### src/rtl/div_iter_if.sv
// div_iter_if: EX-side handshake and operand bundle for the iterative divider
interface div_iter_if #(parameter int WIDTH = 32);
    logic                 signed_div_i;
    logic [WIDTH-1:0]     opdata1_i;
    logic [WIDTH-1:0]     opdata2_i;
    logic                 start_i;
    logic                 annul_i;
    logic [2*WIDTH-1:0]   result_o;
    logic                 ready_o;
    logic                 busy_o;

    modport master (
        output signed_div_i, opdata1_i, opdata2_i, start_i, annul_i,
        input  result_o, ready_o, busy_o
    );

    modport slave (
        input  signed_div_i, opdata1_i, opdata2_i, start_i, annul_i,
        output result_o, ready_o, busy_o
    );
endinterface

### src/rtl/div_iter.sv
// div_iter: multi-cycle restoring radix-2 divider for DIV/DIVU with start/ready handshake
module div_iter #(
    parameter int WIDTH = 32
) (
    input  logic      clk,
    input  logic      rst,
    div_iter_if.slave d
);
    localparam int CW = $clog2(WIDTH + 1);
    localparam logic [CW-1:0] LAST = CW'(WIDTH);

    typedef enum logic [1:0] {FREE, BYZERO, ON, END} state_t;

    state_t             state_q, state_d;
    logic [CW-1:0]      cnt_q, cnt_d;
    logic               rneg_q, rneg_d, qneg_q, qneg_d, ready_q, ready_d;
    logic [WIDTH-1:0]   dsr_q, dsr_d, quo_q, quo_d;
    logic [WIDTH:0]     rem_q, rem_d, rem_sh;
    logic [2*WIDTH-1:0] result_q, result_d;
    logic [WIDTH-1:0]   mag1, mag2, rem_fix, quo_fix;
    logic               neg1, neg2, ge;

    assign d.result_o = result_q;
    assign d.ready_o  = ready_q;
    assign d.busy_o   = (state_q == ON) || (state_q == BYZERO);

    // next state: operand capture, one shift-subtract step per cycle, sign fix-up, handshake
    always_comb begin
        neg1     = d.signed_div_i & d.opdata1_i[WIDTH-1];
        neg2     = d.signed_div_i & d.opdata2_i[WIDTH-1];
        mag1     = neg1 ? -d.opdata1_i : d.opdata1_i;
        mag2     = neg2 ? -d.opdata2_i : d.opdata2_i;
        rem_sh   = {rem_q[WIDTH-1:0], quo_q[WIDTH-1]};
        ge       = rem_sh >= {1'b0, dsr_q};
        rem_fix  = rneg_q ? -rem_q[WIDTH-1:0] : rem_q[WIDTH-1:0];
        quo_fix  = qneg_q ? -quo_q : quo_q;
        state_d  = state_q;
        cnt_d    = cnt_q;
        rneg_d   = rneg_q;
        qneg_d   = qneg_q;
        dsr_d    = dsr_q;
        quo_d    = quo_q;
        rem_d    = rem_q;
        ready_d  = ready_q;
        result_d = result_q;
        case (state_q)
            FREE: if (d.start_i && !d.annul_i) begin
                rneg_d   = neg1;
                qneg_d   = neg1 ^ neg2;
                quo_d    = mag1;
                dsr_d    = mag2;
                rem_d    = '0;
                cnt_d    = '0;
                ready_d  = 1'b0;
                result_d = '0;
                state_d  = (d.opdata2_i == '0) ? BYZERO : ON;
            end
            BYZERO: begin
                result_d = '0;
                ready_d  = 1'b1;
                state_d  = END;
            end
            ON: if (cnt_q == LAST) begin
                result_d = {rem_fix, quo_fix};
                ready_d  = 1'b1;
                state_d  = END;
            end else begin
                rem_d = ge ? rem_sh - {1'b0, dsr_q} : rem_sh;
                quo_d = {quo_q[WIDTH-2:0], ge};
                cnt_d = cnt_q + CW'(1);
            end
            END: if (!d.start_i) begin
                state_d  = FREE;
                ready_d  = 1'b0;
                result_d = '0;
            end
        endcase
        if (d.annul_i && (state_q == ON || state_q == BYZERO)) begin
            state_d  = FREE;
            ready_d  = 1'b0;
            result_d = '0;
            cnt_d    = '0;
        end
    end

    // state and datapath registers
    always_ff @(posedge clk) begin
        if (rst) begin
            state_q  <= FREE;
            cnt_q    <= '0;
            rneg_q   <= 1'b0;
            qneg_q   <= 1'b0;
            dsr_q    <= '0;
            quo_q    <= '0;
            rem_q    <= '0;
            ready_q  <= 1'b0;
            result_q <= '0;
        end else begin
            state_q  <= state_d;
            cnt_q    <= cnt_d;
            rneg_q   <= rneg_d;
            qneg_q   <= qneg_d;
            dsr_q    <= dsr_d;
            quo_q    <= quo_d;
            rem_q    <= rem_d;
            ready_q  <= ready_d;
            result_q <= result_d;
        end
    end
endmodule

### src/flat_wrapper.sv
// flat-port wrapper written by rule: the top's interface ports become plain ports
module div_iter_flat 
#(
    parameter int WIDTH = 32
)
  (clk, rst, d_signed_div_i, d_opdata1_i, d_opdata2_i, d_start_i, d_annul_i, d_result_o, d_ready_o, d_busy_o);
  div_iter_if #(.WIDTH(WIDTH)) d_i ();
  input  logic clk;
  input  logic rst;
  input wire logic [$bits(d_i.signed_div_i)-1:0] d_signed_div_i;
  input wire logic [$bits(d_i.opdata1_i)-1:0] d_opdata1_i;
  input wire logic [$bits(d_i.opdata2_i)-1:0] d_opdata2_i;
  input wire logic [$bits(d_i.start_i)-1:0] d_start_i;
  input wire logic [$bits(d_i.annul_i)-1:0] d_annul_i;
  output wire logic [$bits(d_i.result_o)-1:0] d_result_o;
  output wire logic [$bits(d_i.ready_o)-1:0] d_ready_o;
  output wire logic [$bits(d_i.busy_o)-1:0] d_busy_o;
  assign d_i.signed_div_i = d_signed_div_i;
  assign d_i.opdata1_i = d_opdata1_i;
  assign d_i.opdata2_i = d_opdata2_i;
  assign d_i.start_i = d_start_i;
  assign d_i.annul_i = d_annul_i;
  assign d_result_o = d_i.result_o;
  assign d_ready_o = d_i.ready_o;
  assign d_busy_o = d_i.busy_o;
  div_iter #(.WIDTH(WIDTH)) u_core (.clk(clk), .rst(rst), .d(d_i));
endmodule
### config.mk
export PLATFORM = sky130hd
export DESIGN_NAME = div_iter_flat
export DESIGN_NICKNAME = d
export VERILOG_FILES = /design/src/rtl/div_iter_if.sv /design/src/rtl/div_iter.sv /design/src/flat_wrapper.sv
export SDC_FILE = /design/constraint.sdc
export NUM_CORES = 1
export LEC_CHECK = 0
export CAP_MARGIN = 10
export CORE_UTILIZATION = 50
export DETAILED_ROUTE_END_ITERATION = 10
export MAX_ROUTING_LAYER = met4
export PLACE_DENSITY = 0.76
export SYNTH_ARGS = -nofsm -noshare
export SYNTH_HDL_FRONTEND = slang
export SYNTH_SLANG_ARGS = --single-unit
### constraint.sdc
create_clock -name clk -period 3.1 [get_ports clk]
set_input_delay 0.93 -clock clk [delete_from_list [all_inputs] [get_ports clk]]
set_output_delay 0.93 -clock clk [all_outputs]
set_load 0.02 [all_outputs]
==> impl_metrics.tcl <==
set metrics [dict create \
    status "finished, final reports clean" \
    syn_area_per_cell_sq_um 7.63 \
    final_max_slew_viol_count 0 \
    synth_commonest_cells "nand2_1 (205), dfxtp_1 (171), o21ai_0 (135), nor2_1 (133), a21oi_1 (86)" \
    dpl.hpwl_mm 24.9 \
    ys_top_cells_by_area "dfxtp_1 (32%), nand2_1 (7.1%), xnor2_1 (6.8%), o21ai_0 (6.2%), ha_1 (4.9%)" \
    hold_class "flop to flop" \
    synth_edf_count 0 \
    finalNonFillerCells 1932 \
    syn_to_final_growth_pct 30.9 \
    async_reset_ff_share_pct 0 \
    core_sq_um 21200 \
    die_w_microns 149 \
    drt_iter0_markers 855 \
    fin_crit_sh_pct 99.6 \
    criticalPathCategory "flop to flop" \
    power_frac_comb_pct 45.8 \
    vias 11008 \
    wl_mm 32.4 \
    power_frac_seq_pct 29.4 \
    setup_viol 0 \
    yosys.cell_types.count 62 \
    die_h_microns 149 \
    dp.cells 1894 \
    max_freq_mhz 324 \
    synthesis.area_sq_um 10800 \
    portBuffers 134 \
    grt_pass1_vias 10161 \
    cts_root_buf "clkbuf_16" \
    fin_util_pct 67.0 \
    clkTransAtPathRegs_ps 70 \
    synth_area_leader_cell "dfxtp_1" \
    h-tree-depth 4 \
    rsz0062_at_grt "true" \
    slew_headroom_pct 30.8 \
    synth-main-ff-cell "dfxtp_1" \
    clockPowerShare_pct 24.8 \
    nets 1755 \
    grt_antenna_before_repair 1 \
    drc_errors 0 \
    yosys.area.top_type_share_pct 31.6 \
    p_leak_nw 5.74 \
    synth_warnings 0 \
    fin_crit_ps 3090 \
    grt-ovfl-total 0 \
    postRouteAntennaNets 0 \
    cts_buffers 17 \
    worst_slew_pin_slew_ps 1040 \
    viasPerCell 5.70 \
    syn_inst 1419 \
    sw_frac_of_total_pct 41.4 \
    cellPowerDensity_nw_per_um2 647 \
    synth.most_common_cell "nand2_1" \
    wl_per_cell_microns 16.8 \
    synth.yosys.seq_area_share_pct 31.6 \
    peakVddDrop_v 0.000653 \
    place_congestion 0.944 \
    crit_fanout 5 \
    drive_gt1_share_pct 13.9 \
    initial_utilization_pct 51.2 \
    cp-start-kind "flop" \
    cts_tree "built" \
    synth_fp_nets 1531 \
    skew_ps 20.0 \
    endpoint_kind "flop" \
    synth_seq_cells 171 \
    worstPathRequired_ps 3430 \
    grt_first_pass_wirelength_mm 51.8 \
    clock_latency_ps 440 \
    worst_ep_arrival_time_ps 3420 \
    p_sw_w 0.00379 \
    die-area_sq_um 22300 \
    rows 53 \
    ios 135 \
    cts_buffer_depth 2 \
    first_pass_iters 5 \
    power.internal_w 0.00537 \
    cts.sinks 171 \
    grt_max_degree 65 \
    grtUsageTotal_pct 30.4 \
    fin_total_pwr_w 0.00917 \
    maxCapViolations 0 \
    finalHoldViolCount 0 \
]
[logic make-up (layout without fill, tap and decap cells)]
| group | count (synthesis) | in the layout | synth area share [%] |
|---|---|---|---|
| compound gates | 408 | 408 | 23.8 |
| xor+xnor | 143 | 143 | 11.6 |
| fa+ha+maj | 43 | 43 | 5.04 |
| buf+inv | 137 | 374 | 4.77 |
| flops | 171 | 171 | 31.6 |
| mux | 30 | 30 | 2.78 |
| other cells | 0 | 1 | 0 |
| simple gates | 487 | 487 | 20.5 |
[cells in the final DEF, fill, tap and decap left out, types with 5 or more instances in the layout]
cell,n
xnor2_1,84
o211ai_1,9
a21oi_1,85
mux2i_1,29
buf_12,5
or3_4,5
dfxtp_1,167
nor3_1,17
nor4_1,8
nand2b_1,12
clkdlybuf4s50_1,133
o21ai_0,131
clkbuf_16,17
o41ai_1,10
ha_1,41
a311oi_1,7
nand3_1,28
or4_1,10
xor2_1,59
buf_4,146
a32oi_1,6
inv_1,57
o31ai_1,24
and3_1,5
o21a_1,6
or2_2,6
nand4_1,10
a22oi_1,32
or3_1,20
and2_1,5
a21o_1,22
a31oi_1,5
nand2_1,205
nor2_1,132
a211oi_1,31
o21ai_1,6
[worst max-delay path: stages, from the launching register on]
cell	delay, ps
dfxtp_2	350
or3_4	380
or4_4	460
or3b_4	420
or4_4	440
or3_4	390
o41ai_4	310
xor2_1	170
o21ai_1	70
[worst paths after layout]
| kind | from | end | slack [ps] | depth (start not counted) |
|---|---|---|---|---|
| min | u_core.d.result_o[24] | u_core.d.result_o[24] | 460 | 2 |
| min reg2reg | u_core.d.result_o[24] | u_core.d.result_o[24] | 460 | 2 |
| max reg2reg | u_core.rem_q[3] | u_core.d.result_o[63] | 10 | 8 |
| max | u_core.rem_q[3] | u_core.d.result_o[63] | 10 | 8 |
[through the flow]
stage / hold slack, ps / cell area [sq um] / worst slack [ps] / setup TNS (ps)
6_report: 455 / 14200 / 12.3 / 0
5_1_grt: 482 / 14200 / -83.4 / -183
4_1_cts: 460 / 14000 / 7.47 / 0
3_5_place_dp: 443 / 13400 / -425 / -7370
3_3_place_gp: 435 / 13400 / -421 / -5440
2_1_floorplan: 432 / 10900 / 18.6 / 0
[routing by layer]
| layer | track usage [%] | vias up | wire, microns |
|---|---|---|---|
| li1 | - | 5476 | - |
| met1 | 42.3 | 5085 | 15500 |
| met2 | 44.8 | 403 | 14200 |
| met3 | 4.89 | 44 | 2160 |
| met4 | 9.03 | 0 | 529 |
| met5 | - | - | 0 |
[final cells by class]
cell class | instances | area, sq um
tap | 275 | 344
clock buffer | 17 | 425
sequential | 171 | 3430
fill | 1785 | 6980
antenna | 1 | 2.50
clock inverter | 15 | 203
timing repair buffer | 285 | 2530
multi-input combinational | 1111 | 7030
inverter | 57 | 214
[power groups by stage]
stage / clock, W / combinational (W) / sequential (W)
2_1_floorplan: 0 / 0.00266 / 0.00267
3_3_place_gp: 0 / 0.00393 / 0.00271
3_5_place_dp: 0 / 0.00401 / 0.00272
4_1_cts: 0.00230 / 0.00403 / 0.00267
5_1_grt: 0.00240 / 0.00458 / 0.00272
6_report: 0.00228 / 0.00420 / 0.00269
[sequential cells by signal, indices dropped and copies added (netlist names)]
signal and cells:
u_core.state_q 2, u_core.cnt_q 6, u_core.rem_q 32, u_core.d.result_o 64
u_core.quo_q 32, u_core.rneg_q 1, u_core.qneg_q 1, u_core.d.ready_o 1
u_core.dsr_q 32
[repair_timing]
item / in CTS / in global routing
gates resized for setup: 3 / 23
setup endpoints to repair: 4 / 45
hold buffers: 0 / 0
pin swaps: 2 / 7
setup buffers: 0 / 5
No activity file was read; power rests on OpenSTA's default activity.
